[src/rtl/memory_bus_pkg.sv]
// Shared types for the memory bus bridge: FSM states, access sizes, fault causes
// and the registered bus request payload.
package memory_bus_pkg;

   localparam int unsigned DATA_W     = 32;
   localparam int unsigned BUS_ADDR_W = 30;
   localparam int unsigned BE_W       = 4;

   localparam logic [1:0] MEM_BYTE = 2'b00;
   localparam logic [1:0] MEM_HALF = 2'b01;
   localparam logic [1:0] MEM_WORD = 2'b10;

   typedef enum logic [1:0] {
      IDLE    = 2'b00,
      BUS     = 2'b01,
      RESPOND = 2'b10
   } bridge_state_e;

   // Also consumed by the controller's debug/exception logic.
   typedef enum logic [1:0] {
      FAULT_NONE       = 2'b00,
      FAULT_MISALIGNED = 2'b01,
      FAULT_ACCESS     = 2'b10,
      FAULT_TIMEOUT    = 2'b11
   } fault_cause_e;

   typedef struct packed {
      logic                  write;
      logic [BUS_ADDR_W-1:0] addr;
      logic [BE_W-1:0]       be;
      logic [DATA_W-1:0]     wdata;
   } bus_req_t;

endpackage

[src/rtl/memory_lane_encoder.sv]
// Combinational lane encoder: byte enables, replicated store data and
// alignment/legality flags from access size and low address bits.
module memory_lane_encoder
   import memory_bus_pkg::*;
(
   input  logic [1:0]        size_i,
   input  logic [1:0]        addr_lo_i,
   input  logic [DATA_W-1:0] data_i,
   output logic [BE_W-1:0]   byte_enable_c_o,
   output logic [DATA_W-1:0] data_c_o,
   output logic              misaligned_c_o,
   output logic              illegal_c_o
);

   // Replicating narrow data lets the slave pick any lane without a shifter.
   always_comb begin
      byte_enable_c_o = '0;
      data_c_o        = data_i;
      misaligned_c_o  = 1'b0;
      illegal_c_o     = 1'b0;
      case (size_i)
         MEM_BYTE: begin
            byte_enable_c_o = 4'b0001 << addr_lo_i;
            data_c_o        = {4{data_i[7:0]}};
         end
         MEM_HALF: begin
            byte_enable_c_o = 4'b0011 << addr_lo_i;
            data_c_o        = {2{data_i[15:0]}};
            misaligned_c_o  = addr_lo_i[0];
         end
         MEM_WORD: begin
            byte_enable_c_o = 4'b1111;
            misaligned_c_o  = |addr_lo_i;
         end
         default: begin
            illegal_c_o = 1'b1;
         end
      endcase
   end

endmodule

[src/rtl/memory_bus_bridge.sv]
// Bridge from the core's memory handshake to a single-master req/ack system bus,
// with alignment checking, lane placement and an acknowledge timeout.
module memory_bus_bridge
   import memory_bus_pkg::*;
#(
   parameter int unsigned TIMEOUT_CYCLES = 255
) (
   input  logic                  clk,
   input  logic                  reset,
   input  logic                  memory_enable,
   input  logic                  memory_command,
   input  logic [31:0]           memory_address,
   input  logic [1:0]            memory_size,
   input  logic [DATA_W-1:0]     memory_write_data,
   output logic                  memory_ready,
   output logic                  memory_valid,
   output logic [DATA_W-1:0]     memory_read_data,
   output logic                  memory_fault,
   output logic [1:0]            memory_fault_cause,
   output logic                  bus_request,
   output logic                  bus_write,
   output logic [BUS_ADDR_W-1:0] bus_address,
   output logic [BE_W-1:0]       bus_byte_enable,
   output logic [DATA_W-1:0]     bus_write_data,
   input  logic                  bus_acknowledge,
   input  logic                  bus_error,
   input  logic [DATA_W-1:0]     bus_read_data
);

   localparam int unsigned      CNT_W     = $clog2(TIMEOUT_CYCLES + 1);
   localparam logic [CNT_W-1:0] CNT_LIMIT = CNT_W'(TIMEOUT_CYCLES - 1);

   bridge_state_e     state_q, state_d;
   bus_req_t          req_q, req_d;
   logic              bus_request_q, bus_request_d;
   logic [CNT_W-1:0]  count_q, count_d;
   logic              ready_q, ready_d;
   logic              valid_q, valid_d;
   logic              fault_q, fault_d;
   fault_cause_e      cause_q, cause_d;
   logic [DATA_W-1:0] rdata_q, rdata_d;

   logic [BE_W-1:0]   enc_be_c;
   logic [DATA_W-1:0] enc_wdata_c;
   logic              enc_misaligned_c;
   logic              enc_illegal_c;

   memory_lane_encoder u_lane_encoder (
      .size_i          (memory_size),
      .addr_lo_i       (memory_address[1:0]),
      .data_i          (memory_write_data),
      .byte_enable_c_o (enc_be_c),
      .data_c_o        (enc_wdata_c),
      .misaligned_c_o  (enc_misaligned_c),
      .illegal_c_o     (enc_illegal_c)
   );

   // State register and registered outputs.
   always_ff @(posedge clk or negedge reset) begin
      if (!reset) begin
         state_q       <= IDLE;
         req_q         <= '0;
         bus_request_q <= 1'b0;
         count_q       <= '0;
         ready_q       <= 1'b1;
         valid_q       <= 1'b0;
         fault_q       <= 1'b0;
         cause_q       <= FAULT_NONE;
         rdata_q       <= '0;
      end else begin
         state_q       <= state_d;
         req_q         <= req_d;
         bus_request_q <= bus_request_d;
         count_q       <= count_d;
         ready_q       <= ready_d;
         valid_q       <= valid_d;
         fault_q       <= fault_d;
         cause_q       <= cause_d;
         rdata_q       <= rdata_d;
      end
   end

   // Next-state and next-output logic.
   always_comb begin
      state_d       = state_q;
      req_d         = req_q;
      bus_request_d = bus_request_q;
      count_d       = count_q;
      fault_d       = fault_q;
      cause_d       = cause_q;
      rdata_d       = rdata_q;

      case (state_q)
         IDLE: begin
            if (memory_enable) begin
               count_d = '0;
               if (enc_illegal_c) begin
                  state_d = RESPOND;
                  fault_d = 1'b1;
                  cause_d = FAULT_ACCESS;
               end else if (enc_misaligned_c) begin
                  state_d = RESPOND;
                  fault_d = 1'b1;
                  cause_d = FAULT_MISALIGNED;
               end else begin
                  state_d       = BUS;
                  bus_request_d = 1'b1;
                  fault_d       = 1'b0;
                  cause_d       = FAULT_NONE;
                  req_d.write   = memory_command;
                  req_d.addr    = memory_address[31:2];
                  req_d.be      = enc_be_c;
                  req_d.wdata   = enc_wdata_c;
               end
            end
         end
         BUS: begin
            // An ack on the limit cycle takes priority over the timeout.
            if (bus_acknowledge) begin
               state_d       = RESPOND;
               bus_request_d = 1'b0;
               if (!req_q.write) begin
                  rdata_d = bus_read_data;
               end
               if (bus_error) begin
                  fault_d = 1'b1;
                  cause_d = FAULT_ACCESS;
               end
            end else if (count_q == CNT_LIMIT) begin
               state_d       = RESPOND;
               bus_request_d = 1'b0;
               fault_d       = 1'b1;
               cause_d       = FAULT_TIMEOUT;
            end else begin
               count_d = count_q + CNT_W'(1);
            end
         end
         RESPOND: begin
            state_d = IDLE;
         end
         default: begin
            state_d       = IDLE;
            bus_request_d = 1'b0;
         end
      endcase

      ready_d = (state_d == IDLE);
      valid_d = (state_d == RESPOND);
   end

   assign memory_ready       = ready_q;
   assign memory_valid       = valid_q;
   assign memory_read_data   = rdata_q;
   assign memory_fault       = fault_q;
   assign memory_fault_cause = cause_q;
   assign bus_request        = bus_request_q;
   assign bus_write          = req_q.write;
   assign bus_address        = req_q.addr;
   assign bus_byte_enable    = req_q.be;
   assign bus_write_data     = req_q.wdata;

endmodule

[config.mk]
export PLATFORM = sky130hd
export DESIGN_NAME = memory_bus_bridge
export DESIGN_NICKNAME = d
export VERILOG_FILES = /design/src/rtl/memory_bus_pkg.sv /design/src/rtl/memory_lane_encoder.sv /design/src/rtl/memory_bus_bridge.sv
export SDC_FILE = /design/constraint.sdc
export NUM_CORES = 1
export LEC_CHECK = 0
export ABC_CLOCK_PERIOD_IN_PS = 1900
export CORE_ASPECT_RATIO = 0.7
export CORE_MARGIN = 10
export CORE_UTILIZATION = 40
export CTS_BUF_LIST = sky130_fd_sc_hd__clkbuf_4
export CTS_CLUSTER_SIZE = 16
export DETAILED_ROUTE_END_ITERATION = 16
export GPL_TIMING_DRIVEN = 0
export PLACE_DENSITY = 0.79
export RECOVER_POWER = 25
export SKIP_CTS_REPAIR_TIMING = 1
export SLEW_MARGIN = 20
export SYNTH_ARGS = -nofsm -noshare
export SYNTH_HDL_FRONTEND = slang
export SYNTH_SLANG_ARGS = --single-unit
[constraint.sdc]
create_clock -name clk -period 1.9 [get_ports clk]
set_input_delay 0.19 -clock clk [delete_from_list [all_inputs] [get_ports clk]]
set_output_delay 0.19 -clock clk [all_outputs]
set_load 0.03 [all_outputs]
Word level (Yosys, flattened, before mapping)
Index checks and enable logic that the tools add are counted.
W data, S select, Z words.
- flip-flop bits (word level): 115
- output and inout port bits: 105
- word-level logic and storage cells: 75
- add/sub/neg operators: 1
- eq/ne operators: 13
- shift-type cells: 2
- mux-type cells: 33
- bitwise gates (word level): 3
- reductions and logical operators: 11
- operator list (cell ; count):
    $pmux W32 S2 ; 1
    $mux W8 ; 3
    $mux W2 ; 10
    $pmux W8 S2 ; 1
    $mux W1 ; 12
    $pmux W4 S3 ; 1
    $reduce_and A4 Y1 ; 3
    $ne A2 B2 Y1 const B ; 5
    $add A8 B1 Y8 const B ; 1
    $eq A8 B8 Y1 const B ; 1
    $pmux W2 S2 ; 2
    $eq A2 B2 Y1 const B ; 3
    $logic_not A2 Y1 ; 3
    $ne A3 B3 Y1 const B ; 2
    $reduce_and A5 Y1 ; 1
    $eq A2 B1 Y1 const B ; 2
    $pmux W1 S2 ; 2
    $shl A1 B2 Y4 const A ; 1
    $shl A2 B2 Y4 const A ; 1
    $not A1 Y1 ; 3
    $pmux W1 S3 ; 1
    $reduce_and A3 Y1 ; 1
    $reduce_or A3 Y1 ; 1
    $reduce_bool A2 Y1 ; 1
    $reduce_or A2 Y1 ; 1

Depth between registers and ports, before layout
- depth after elaboration: 7
- gate-level depth with buffers: 8

Hierarchy
From an unflattened synthesis, not the netlist that was laid out.
- cells, all modules: 378
- area total of the unflattened synthesis: 5119.9 sq um
- by module, submodules not included (module ; times used ; cells each ; area each (sq um) ; seq. area each (sq um)):
    memory_bus_bridge ; 1 ; 291 ; 4561.9 ; 2879.0
    memory_lane_encoder ; 1 ; 87 ; 558.0 ; 0.0

Worst setup path after synthesis
No wires, ideal clock.
- path type: input to register
- start: input memory_size[0]
- end: register req_q (netlist bit bus_write_data[22])
- setup time: 125 ps
- arrival: 1866 ps
- path slack: -90 ps
- cell stages on the path: 7
- path through: inv_1 -> ha_1 -> clkbuf_1 -> nor2_1 -> clkbuf_1 -> mux2_2 -> mux2_2
- longest elaborated chain between the ends: 4
- elaborated cells on any way between the ends: 8
- ends and longest elaborated chain (item ; RTL line ; source):
    from (decl) ; memory_bus_bridge.sv:13 ; input logic [1:0] memory_size,
    $eq A2 B2 Y1 / $eq A2 B1 Y1 (equally long branches) ; memory_lane_encoder.sv:21 ; case (size_i)
    $pmux W1 S2 ; memory_lane_encoder.sv:21 ;
    $not A1 Y1 (no source line) ; -- ;
    $reduce_and A4 Y1 (no source line) ; -- ;
    to (signal assigned) ; memory_bus_bridge.sv:72 ; req_q <= req_d;
    to (decl) ; memory_bus_bridge.sv:34 ; bus_req_t req_q, req_d;
Several ways; a longest one is shown, not always the timed one.
A chain may end at the register's enable or synchronous reset.

Worst setup path after layout
- start: register state_q[0]
- end: register req_q (netlist bit bus_write_data[22])
- longest elaborated chain between the ends: 2
- ends and longest elaborated chain (item ; RTL line ; source):
    from (decl) ; memory_bus_bridge.sv:33 ; bridge_state_e state_q, state_d;
    from (signal assigned) ; memory_bus_bridge.sv:71 ; state_q <= state_d;
    $logic_not A2 Y1 ; memory_bus_bridge.sv:93 ; case (state_q)
    $reduce_and A4 Y1 (no source line) ; -- ;
No other way between the ends.

==> impl_metrics.csv <==
group,metric,value,unit
status,outcome,"completed",
drt,initialDrtViolationCount,195,
cells_and_area,fill_cells,871,
placement,io_buffers,208,
power,p_per_area,1654,nW/um^2
timing,finalHoldViolCount,0,
critical_path,slowest_stage,"or3b_4",
drt,wl_per_cell,20.27,um
global_route,grt_pass1_wl,23480,um
drt,via_count,3808,
yosys,synthCells,351,
drt,drc_errors,0,
cells_and_area,drive_above_1_share,0.2781,
critical_path,crit_buf_inv,3,
hold_path,min_path_type,"input port to flip-flop",
yosys,synth.distinct_cells,40,
placement,dpl.hpwl,11550,um
cts,cts_sinks,115,
cells_and_area,regArea,2880,um^2
critical_path,timing.critical_path.cells,"or3b_4, nor3_4, buf_6, buf_6, clkbuf_16, mux2_4",
drt,vias_per_cell,5.004,
global_route,grt_max_degree,70,
flow_run,cap_violations,0,
critical_path,crit_fanout,6,
drt,postRouteWirelength,15430,um
power,p_total,12.87,mW
cts,htreeDepth,4,
timing,skew,0.01587,ns
hold_path,whs_endpoint,"bus_byte_enable[2]",
yosys,synth_nets,461,
hold_path,min_from,"memory_size[1]",
critical_path,timing.rr.start,"state_q[0]",
critical_path,end_kind,"flip-flop",
critical_path,cp.arrival,2.28,ns
die,die_area,17250,um^2
cells_and_area,final_cell_mix,"clkdlybuf4s50_1 (202), dfrtp_1 (113), mux2_2 (81), nand2_1 (23), clkbuf_4 (19)",
drt,first_pass_iters,4,
cts,cts_buffers,17,
cells_and_area,fin_util,0.6546,
timing,drv_slew,0,
power,leakage,3.354,nW
global_route,overflow,0,
critical_path,rrSetupSlack,0.02,ns
yosys,synth_area,4936,um^2
timing,fmax,531.6,MHz
cts,insertion_delay,0.51,ns
yosys,ys_seq_area_frac,0.5833,
timing,period_minus_slack,1.881,ns
die,fp.dieH,112.9,um
die,rows,33,
critical_path,crit_family,"simple AND/OR/NAND/NOR gates",
critical_path,path_common_cell,"buf_6",
placement,gp_congestion,0.7845,
global_route,grt_usage,0.1706,
cells_and_area,nets,701,
critical_path,critPathLaunchType,"flip-flop",
yosys,ys_warn_count,0,
die,core,11890,um^2
cells_and_area,final_common_cell,"clkdlybuf4s50_1",
die,die_w,152.8,um
cts,cts-root-buf,"clkbuf_4",
drt,drtAntennaViolNets,0,
timing,fin_crit_sh,0.9901,
global_route,grt_pass1_vias,4217,
power,ir_drop,0.0009432,V
cts,clockBufferDepth,2,
timing,max_slew_margin,0.1728,
cts,clk_pin_slew,0.11,ns
hold_path,hold_path_depth,3,
global_route,antenna_found_initial,0,
critical_path,crit_type,"flip-flop to flip-flop",
critical_path,max_stage_delay,0.45,ns
critical_path,reg2reg_to,"bus_write_data[22]",
die,ioPinCount,209,
critical_path,cp.required,2.30,ns
cells_and_area,syn_to_final_growth,57.69,%
cells_and_area,diodes,0,
timing,worst_pin_slew,1.241,ns
timing,hold_slack,0.2573,ns
cells_and_area,multi_input_area,2016,um^2
yosys,synth_seq_cells,115,
critical_path,r2r_cells,6,
cts,tritoncts,"built",
die,start_util,0.4151,
timing,setup_violations,0,
yosys,syn_avg_cell_area,14.06,um^2
timing,rsz0062_at_grt,"true",
## worst reg2reg max path, delay by kind of cell, from the launching register on
| kind | cells | cell delay, ns |
|---|---|---|
| buf+inv | 3 | 0.43 |
| flops | 1 | 0.43 |
| mux | 1 | 0.30 |
| simple gates | 2 | 0.63 |
## through the flow
stage / setup TNS [ns] / worst slack, ns / cell area [um^2] / std cells
3_3_place_gp: -492.61 / -3.764 / 7217 / 716
5_1_grt: -0.4469 / -0.04862 / 7784 / 761
6_report: 0 / 0.01872 / 7784 / 761
3_5_place_dp: -67.04 / -1.143 / 7246 / 717
2_1_floorplan: 0 / 0.003057 / 4938 / 351
4_1_cts: -24.80 / -0.5619 / 7533 / 749
## state kept, by name, summed over array words and instances, names as in the netlist, 2 cells and up
| signal | count |
|---|---|
| bus_address | 30 |
| memory_fault_cause | 2 |
| count_q | 8 |
| memory_read_data | 32 |
| bus_write_data | 32 |
| state_q | 2 |
| bus_byte_enable | 4 |
## report_power, final
part	internal [mW]	switching, mW
Combinational	3.21	3.64
Clock	0.788	1.02
Sequential	3.57	0.635
## metal layers
metal | vias up | part of all wire | GRT usage
met1 | 1893 | 0.42 | 0.1955
met3 | 16 | 0.095 | 0.08702
met2 | 153 | 0.48 | 0.2717
met5 | - | 0 | 0
met4 | 0 | 0.011 | 0.05830
li1 | 1746 | - | -
## cell type report
type	count	share of cell area
plain buffers	13	0.01447
clock buffers	17	0.01640
clock inverters	15	0.02058
inverters	8	0.003858
multi-input cells	212	0.2590
flip-flops and latches	115	0.3700
well taps	157	0.02524
repair buffers	224	0.2905
## cell families after synthesis
group	after synthesis	share of synthesized area
flip-flops	115	0.5833
multiplexers	110	0.2558
AND/OR/NAND/NOR	50	0.05121
AO/OA/AOI/OAI	45	0.06743
buffers and inverters	24	0.02535
adder cells (fa/ha/maj)	6	0.01521
XOR/XNOR	1	0.001775
## synthesized netlist by cell type (all sizes together)
cell type | count | share of area
o41a | 1 | 0.0023
o22ai | 1 | 0.0013
nor2 | 7 | 0.0053
o2111ai | 1 | 0.0018
mux2i | 2 | 0.0041
nand2b | 3 | 0.0038
nor3 | 3 | 0.0053
buf | 11 | 0.015
and3 | 2 | 0.0025
o21a | 1 | 0.0015
a22o | 8 | 0.014
nand2 | 24 | 0.018
mux2 | 108 | 0.25
dfstp | 1 | 0.0053
xnor2 | 1 | 0.0018
nand3 | 3 | 0.0030
a21oi | 2 | 0.0020
nor2b | 1 | 0.0013
a21o | 1 | 0.0015
ha | 6 | 0.015
o21ai | 6 | 0.0061
inv | 8 | 0.0061
o311a | 1 | 0.0020
o211ai | 5 | 0.0076
and3b | 1 | 0.0018
nor3b | 3 | 0.0046
or3b | 1 | 0.0018
o31ai | 7 | 0.011
a22oi | 8 | 0.012
clkbuf | 5 | 0.0038
o22a | 1 | 0.0018
or3 | 1 | 0.0023
nand4 | 1 | 0.0013
dfrtp | 114 | 0.58
a31oi | 2 | 0.0025
## worst max path at each step
stage                   startpoint                 end  slack (ns)  cells past startpoint
finish                  state_q[0]  bus_write_data[22]        0.02                      6
global route            state_q[0]  bus_write_data[21]       -0.05                      6
CTS                 memory_size[1]  bus_write_data[23]       -0.56                      8
detailed placement  memory_size[1]  bus_write_data[22]       -1.14                      8
global placement             reset     bus_address[21]       -3.76                      1
floorplan           memory_size[0]  bus_write_data[22]       0.003                      7
Note: power is estimated with default switching activity, not from simulation.
